### src/rtl/alu_one.sv
// ----------------------------------------------------------------------------
// alu_one: integer ALU for the single-cycle ARM datapath.
// Performs ADD, SUB, AND and ORR. Result and NZCV flags are combinational.
// A registered copy of the flags (FlagsQ) is loaded when FlagWrite is high
// and feeds the conditional-execution logic.
// Optional feature: define ALU_ONE_OVF_STICKY_EN to build a sticky overflow
// bit. Without it OvfSticky is tied low and no register exists for it.
// ----------------------------------------------------------------------------
module alu_one #(
    parameter int WIDTH = 32
) (
    input  logic             clk,
    input  logic             reset,
    input  logic [WIDTH-1:0] SrcA,
    input  logic [WIDTH-1:0] SrcB,
    input  logic [1:0]       ALUControl,
    input  logic             FlagWrite,
    output logic [WIDTH-1:0] ALUResult,
    output logic [3:0]       ALUFlags,
    output logic [3:0]       FlagsQ,
    output logic             OvfSticky
);

    typedef enum logic [1:0] {
        OP_ADD = 2'b00,
        OP_SUB = 2'b01,
        OP_AND = 2'b10,
        OP_ORR = 2'b11
    } alu_op_e;

    localparam int MSB = WIDTH - 1;

    alu_op_e          op;
    logic [WIDTH-1:0] src_b_eff;
    logic [WIDTH:0]   sum;
    logic             flag_n;
    logic             flag_z;
    logic             flag_c;
    logic             flag_v;
    logic [3:0]       flags_d;
    logic [3:0]       flags_q;

    assign op = alu_op_e'(ALUControl);

    // Shared adder: SUB is A + ~B + 1, so the carry-out means "no borrow".
    always_comb begin
        src_b_eff = ALUControl[0] ? ~SrcB : SrcB;
        sum       = {1'b0, SrcA} + {1'b0, src_b_eff} + {{WIDTH{1'b0}}, ALUControl[0]};
    end

    // Result select; every opcode is fully decoded so nothing goes X.
    always_comb begin
        // NOTE: assign a default before the case so no path leaves the output unassigned (no latch).
        ALUResult = '0;
        unique case (op)
            OP_ADD:  ALUResult = sum[MSB:0];
            OP_SUB:  ALUResult = sum[MSB:0];
            OP_AND:  ALUResult = SrcA & SrcB;
            OP_ORR:  ALUResult = SrcA | SrcB;
            default: ALUResult = '0;
        endcase
    end

    // Condition flags; C and V are only meaningful for the arithmetic ops.
    always_comb begin
        flag_n   = ALUResult[MSB];
        flag_z   = (ALUResult == '0);
        flag_c   = ~ALUControl[1] & sum[WIDTH];
        flag_v   = ~ALUControl[1]
                 & ~(ALUControl[0] ^ SrcA[MSB] ^ SrcB[MSB])
                 & (SrcA[MSB] ^ sum[MSB]);
        ALUFlags = {flag_n, flag_z, flag_c, flag_v};
    end

    // Next value of the flags register: load on FlagWrite, otherwise hold.
    always_comb begin
        flags_d = FlagWrite ? ALUFlags : flags_q;
    end

    // Flags register with asynchronous clear; reset overrides FlagWrite.
    always_ff @(posedge clk or posedge reset) begin
        // NOTE: state registers use non-blocking (<=) so all flops update together at the edge.
        if (reset) begin
            flags_q <= 4'b0000;
        end else begin
            flags_q <= flags_d;
        end
    end

    assign FlagsQ = flags_q;

`ifdef ALU_ONE_OVF_STICKY_EN
    logic ovf_sticky_d;
    logic ovf_sticky_q;

    // Sticky overflow sets on a written overflow and stays set until reset.
    always_comb begin
        ovf_sticky_d = ovf_sticky_q | (FlagWrite & ALUFlags[0]);
    end

    // Sticky overflow register; reset wins over a same-cycle set.
    always_ff @(posedge clk or posedge reset) begin
        if (reset) begin
            ovf_sticky_q <= 1'b0;
        end else begin
            ovf_sticky_q <= ovf_sticky_d;
        end
    end

    assign OvfSticky = ovf_sticky_q;
`else
    assign OvfSticky = 1'b0;
`endif

endmodule

### config.mk
export PLATFORM = sky130hd
export DESIGN_NAME = alu_one
export DESIGN_NICKNAME = d
export VERILOG_FILES = /design/src/rtl/alu_one.sv
export SDC_FILE = /design/constraint.sdc
export NUM_CORES = 1
export LEC_CHECK = 0
export BUFFER_PORTS_ARGS = -buffer_cell sky130_fd_sc_hd__buf_2
export CORE_ASPECT_RATIO = 0.9
export CORE_UTILIZATION = 58
export DETAILED_ROUTE_END_ITERATION = 7
export GPL_TIMING_DRIVEN = 1
export HOLD_SLACK_MARGIN = 0.12
export PLACE_DENSITY = 0.89
export SYNTH_ARGS = -nofsm -noshare
export SYNTH_HDL_FRONTEND = slang
export SYNTH_SLANG_ARGS = --single-unit
### constraint.sdc
create_clock -name clk -period 12.45 [get_ports clk]
set_input_delay 2.49 -clock clk [delete_from_list [all_inputs] [get_ports clk]]
set_output_delay 2.49 -clock clk [all_outputs]
set_load 0.005 [all_outputs]
==> report_table.html <==
<table>
<tr><th>Metric</th><th>Value</th></tr>
<tr><th colspan="2">Critical path</th></tr>
<tr><td>Data required time at the worst endpoint</td><td>9960 ps</td></tr>
<tr><td>Maximum fanout count along the critical path</td><td>63</td></tr>
<tr><td>Worst path arrival time</td><td>between 6000 and 7000 ps</td></tr>
<tr><td>Kind of capture point of the worst setup path</td><td>output pin</td></tr>
<tr><td>Type of the worst setup path</td><td>in -&gt; out</td></tr>
<tr><td>Kind of launch point of the worst setup path</td><td>input pin</td></tr>
<tr><th colspan="2">Logic synthesis</th></tr>
<tr><td>Total number of yosys warnings</td><td>0</td></tr>
<tr><td>Count of mapped cells out of synthesis</td><td>between 500 and 600</td></tr>
<tr><td>Leading area contributor after synthesis</td><td>sky130_fd_sc_hd__ha_1</td></tr>
<tr><td>Area share of fa/ha/maj cells after synthesis</td><td>0.1908</td></tr>
<tr><td>Avg Cell Area, Syn</td><td>6.886 µm²</td></tr>
<tr><td>Synthesized-area fraction occupied by and/or/nand/nor cells</td><td>0.2509</td></tr>
<tr><td>Prevailing post-synth register cell</td><td>sky130_fd_sc_hd__dfrtp_1</td></tr>
<tr><td>Share of cell area taken by muxes after synthesis</td><td>0.02760</td></tr>
<tr><td>Main combinational cell family by area after synthesis</td><td>compound AO/OA/AOI/OAI gates</td></tr>
<tr><td>Unique masters post-synth</td><td>80</td></tr>
<tr><td>Number of flops mapped to enable cells by yosys</td><td>0</td></tr>
<tr><td>Nets in the synthesized netlist</td><td>623</td></tr>
<tr><td>Compound-Gate Fraction of Synth Area</td><td>0.3330</td></tr>
<tr><td>Synthesis-stage register bit count</td><td>4</td></tr>
<tr><td>Synthesized area</td><td>0.003581 mm²</td></tr>
<tr><td>Asr flop ratio synth</td><td>1.000</td></tr>
<tr><td>Leading post-synthesis cells by cell area</td><td>sky130_fd_sc_hd__ha_1 12%, sky130_fd_sc_hd__xor2_1 8.3%, sky130_fd_sc_hd__maj3_1 7.0%</td></tr>
<tr><td>Area share of the largest cell type after synthesis</td><td>0.1153</td></tr>
<tr><td>Post-Synth XOR/XNOR Area</td><td>0.1076</td></tr>
<tr><td>Portion of the post-synthesis area used by sequential elements</td><td>0.02795</td></tr>
<tr><th colspan="2">Clocking</th></tr>
<tr><td>Hold_buf cts</td><td>0</td></tr>
<tr><td>CTS H-tree depth</td><td>1</td></tr>
<tr><td>Clock latency of the later-clocked register in the worst-skew pair</td><td>230 ps</td></tr>
<tr><td>Clock buffers created by TritonCTS</td><td>3</td></tr>
<tr><td>Register clock-pin slew on the reported worst setup and hold paths</td><td>40 ps</td></tr>
<tr><td>Clock tree from TritonCTS</td><td>built</td></tr>
<tr><td>CTS resizes</td><td>0</td></tr>
<tr><td>Buffer cell driving the clock tree root</td><td>sky130_fd_sc_hd__clkbuf_8</td></tr>
<tr><td>Number of setup buffers added after CTS</td><td>0</td></tr>
<tr><td>Clk sink count</td><td>4</td></tr>
<tr><td>Max clock buf depth</td><td>2</td></tr>
<tr><th colspan="2">Outcome</th></tr>
<tr><td>Outcome</td><td>complete, but fails checks</td></tr>
<tr><td>Violated checks</td><td>DRC</td></tr>
<tr><th colspan="2">Global routing</th></tr>
<tr><td>Largest net degree at the start of global routing</td><td>66</td></tr>
<tr><td>Wire length of the first global-routing pass</td><td>18860 µm</td></tr>
<tr><td>Antenna violations before repair</td><td>0</td></tr>
<tr><td>Number of global-route vias before repair</td><td>3970</td></tr>
<tr><td>Total global routing overflow</td><td>0</td></tr>
<tr><td>Overall fraction of global-route tracks in use</td><td>0.3540</td></tr>
<tr><th colspan="2">Routing</th></tr>
<tr><td>Number of search-and-repair iterations in the first detailed-routing pass</td><td>7</td></tr>
<tr><td>DR iter-0 viols</td><td>472</td></tr>
<tr><td>Residual antenna-violating net count after detailed routing</td><td>0</td></tr>
<tr><td>Via total after detailed routing</td><td>about 4.4k</td></tr>
<tr><td>Total wirelength of the detailed-routed design</td><td>between 10000 and 15000 µm</td></tr>
<tr><td>DRC</td><td>10</td></tr>
<tr><td>Drt wl/cell</td><td>17.30 µm</td></tr>
<tr><td>Post-DR vias/cell</td><td>6.571</td></tr>
<tr><th colspan="2">Timing</th></tr>
<tr><td>Setup clock skew after layout</td><td>0 ps</td></tr>
<tr><td>Total negative slack</td><td>0 ps</td></tr>
<tr><td>Setup Viol. Count Final</td><td>0</td></tr>
<tr><td>RSZ-0062 raised after global routing</td><td>no</td></tr>
<tr><td>Final number of max-transition violations</td><td>0</td></tr>
<tr><td>Worst Tran Pin Value</td><td>roughly 830 ps</td></tr>
<tr><td>Relative slew margins</td><td>0.4439</td></tr>
<tr><td>Ratio of final minimum period to clock period</td><td>0.7130</td></tr>
<tr><td>Hold violation count in the final report</td><td>0</td></tr>
<tr><td>Clock period minus worst slack</td><td>8876 ps</td></tr>
<tr><td>Fmax achieved</td><td>about 110 MHz</td></tr>
<tr><th colspan="2">Pwr</th></tr>
<tr><td>Switching pwr</td><td>0.0001814 W</td></tr>
<tr><td>Internal power of the cells</td><td>0.0001477 W</td></tr>
<tr><td>Leakage power figure</td><td>1.823 nW</td></tr>
<tr><td>Largest voltage drop on the vdd net</td><td>0.00004483 V</td></tr>
<tr><td>Share of total power in combinational logic</td><td>0.864</td></tr>
<tr><td>Part of the power in registers</td><td>0.046</td></tr>
<tr><td>Power density of the placed cells</td><td>79.57 mW/mm²</td></tr>
<tr><td>Switch share</td><td>0.5512</td></tr>
<tr><td>Part of the power in the clock network</td><td>0.090</td></tr>
<tr><th colspan="2">Cells and area</th></tr>
<tr><td>Non-Filler Cell Area, Final</td><td>0.004136 mm²</td></tr>
<tr><td>Most frequent standard cell in the layout excluding fill and tap cells</td><td>sky130_fd_sc_hd__buf_2</td></tr>
<tr><td>Utilization after layout</td><td>0.7104</td></tr>
<tr><td>Antenna cell count</td><td>0</td></tr>
<tr><td>Flip-flop count of the largest register, all copies and words added</td><td>4</td></tr>
<tr><td>Most frequent cells in the layout</td><td>108 x sky130_fd_sc_hd__buf_2, 59 x sky130_fd_sc_hd__nand2_1, 42 x sky130_fd_sc_hd__a21oi_1, 34 x sky130_fd_sc_hd__xor2_1</td></tr>
<tr><td>Number of nets in the layout</td><td>~710</td></tr>
<tr><td>Proportion of layout cells with a drive suffix above 1</td><td>0.2228</td></tr>
<tr><td>Layout overhead on the synthesized area</td><td>15.51%</td></tr>
<tr><th colspan="2">Floorplan</th></tr>
<tr><td>FP Rows</td><td>26</td></tr>
<tr><td>Floorplan die width</td><td>about 85 µm</td></tr>
<tr><td>Core Footprint</td><td>a little under 0.006 mm²</td></tr>
<tr><td>I/O pin total</td><td>110</td></tr>
<tr><td>Area of the die</td><td>0.006493 mm²</td></tr>
<tr><td>Initial cell density of the core</td><td>0.6150</td></tr>
<tr><td>Height of the die</td><td>76.55 µm</td></tr>
<tr><th colspan="2">Job</th></tr>
<tr><td>Max Cap Viol</td><td>0</td></tr>
<tr><th colspan="2">Placed design</th></tr>
<tr><td>Area after DPL</td><td>0.004095 mm²</td></tr>
<tr><td>HPWL reported at the end of detailed placement</td><td>9391 µm</td></tr>
<tr><td>Gp weighted congestion</td><td>between 1 and 1.5</td></tr>
<tr><td>I/O Buffers</td><td>108</td></tr>
<tr><th colspan="2">Min path</th></tr>
<tr><td>Worst Hold Class</td><td>reg -&gt; reg</td></tr>
</table>
[area by class of cell]
cell class                      count  area, µm²
Multi-Input combinational cell    466       3262
Inverter                           22      82.58
Tap cell                           70      87.58
Timing Repair Buffer              111      563.0
Sequential cell                     4      100.1
Fill cell                         532       1687
Clock buffer                        3      41.29
[path summary, 6_finish.rpt]
| kind | slack, ps | depth (start not counted) | endpoint | from |
|---|---|---|---|---|
| setup / recovery | 3570 | 15 | ALUFlags[2] | ALUControl[0] |
| hold / removal | 480 | 2 | FlagsQ[1]$_DFFE_PP0P_ | FlagsQ[1]$_DFFE_PP0P_ |
| setup reg to reg | 11710 | 1 | FlagsQ[3]$_DFFE_PP0P_ | FlagsQ[3]$_DFFE_PP0P_ |
| hold reg to reg | 480 | 2 | FlagsQ[1]$_DFFE_PP0P_ | FlagsQ[1]$_DFFE_PP0P_ |
| max in group asynchronous | 10160 | 2 | FlagsQ[0]$_DFFE_PP0P_ | reset |
| min in group asynchronous | 2130 | 2 | FlagsQ[1]$_DFFE_PP0P_ | reset |
[cell usage after synthesis, types with 9 or more instances]
master                      n
sky130_fd_sc_hd__a211oi_1  11
sky130_fd_sc_hd__a21oi_1   42
sky130_fd_sc_hd__clkbuf_1  14
sky130_fd_sc_hd__ha_1      33
sky130_fd_sc_hd__inv_1     21
sky130_fd_sc_hd__maj3_1    25
sky130_fd_sc_hd__nand2_1   59
sky130_fd_sc_hd__nand3_1   18
sky130_fd_sc_hd__nor2_1    33
sky130_fd_sc_hd__nor3_1    19
sky130_fd_sc_hd__nor4_1     9
sky130_fd_sc_hd__o211ai_1  10
sky130_fd_sc_hd__o21a_1    10
sky130_fd_sc_hd__o21ai_0   27
sky130_fd_sc_hd__xnor2_1   10
sky130_fd_sc_hd__xor2_1    34
[worst max-delay path, cell delays in order]
cell                       delay [ps]
sky130_fd_sc_hd__buf_2             80
sky130_fd_sc_hd__buf_4            640
sky130_fd_sc_hd__xor2_1           250
sky130_fd_sc_hd__inv_1             90
sky130_fd_sc_hd__fa_1             460
sky130_fd_sc_hd__nor2b_4          140
sky130_fd_sc_hd__o31a_1           260
sky130_fd_sc_hd__o21ai_4          150
sky130_fd_sc_hd__o311ai_1         530
sky130_fd_sc_hd__a21o_1           240
sky130_fd_sc_hd__mux2_4           310
sky130_fd_sc_hd__nor3_1           150
sky130_fd_sc_hd__nand4_1          140
sky130_fd_sc_hd__nor4_2           260
sky130_fd_sc_hd__buf_2            160
[stage by stage]
step / hold WS (ps) / setup WS [ps] / power (W) / instances
6_report: 477.3 / 3574 / 0.0003291 / 676
5_1_grt: 510.4 / 3312 / 0.0003564 / 676
4_1_cts: 481.6 / 3648 / 0.0003210 / 676
3_5_place_dp: 472.0 / 3657 / 0.0002908 / 673
3_3_place_gp: 461.7 / 3818 / 0.0002850 / 673
2_1_floorplan: 472.6 / 3557 / 0.0002091 / 520
[power groups by stage]
stage | logic (W) | clock network (W) | registers (W)
after floorplan | 0.000194 | 0 | 0.0000155
after global placement | 0.000270 | 0 | 0.0000152
after detailed placement | 0.000275 | 0 | 0.0000153
after CTS | 0.000277 | 0.0000287 | 0.0000151
after global routing | 0.000311 | 0.0000303 | 0.0000153
final | 0.000284 | 0.0000296 | 0.0000151
[kinds of logic (layout without fill, tap and decap cells)]
group                      after synthesis  in the layout
muxes                                    8              8
DFF                                      4              4
and+or+nand+nor                        180            180
adders and majority gates               59             59
xor gates and xnor gates                44             44
other                                    1              1
buffers and inverters                   50            136
AOI/OAI and AO/OA                      174            174
[per-layer routing]
metal / part of all wire / vias to the layer above / GRT usage / wire length [µm]
li1: - / 2120 / - / -
met1: 0.44 / 2034 / 0.4971 / 5119
met2: 0.44 / 267 / 0.5691 / 5170
met3: 0.10 / 21 / 0.05092 / 1219
met4: 0.016 / 0 / 0.07966 / 189
met5: 0 / - / 0 / 0
Power figures use the tool's default switching activity.
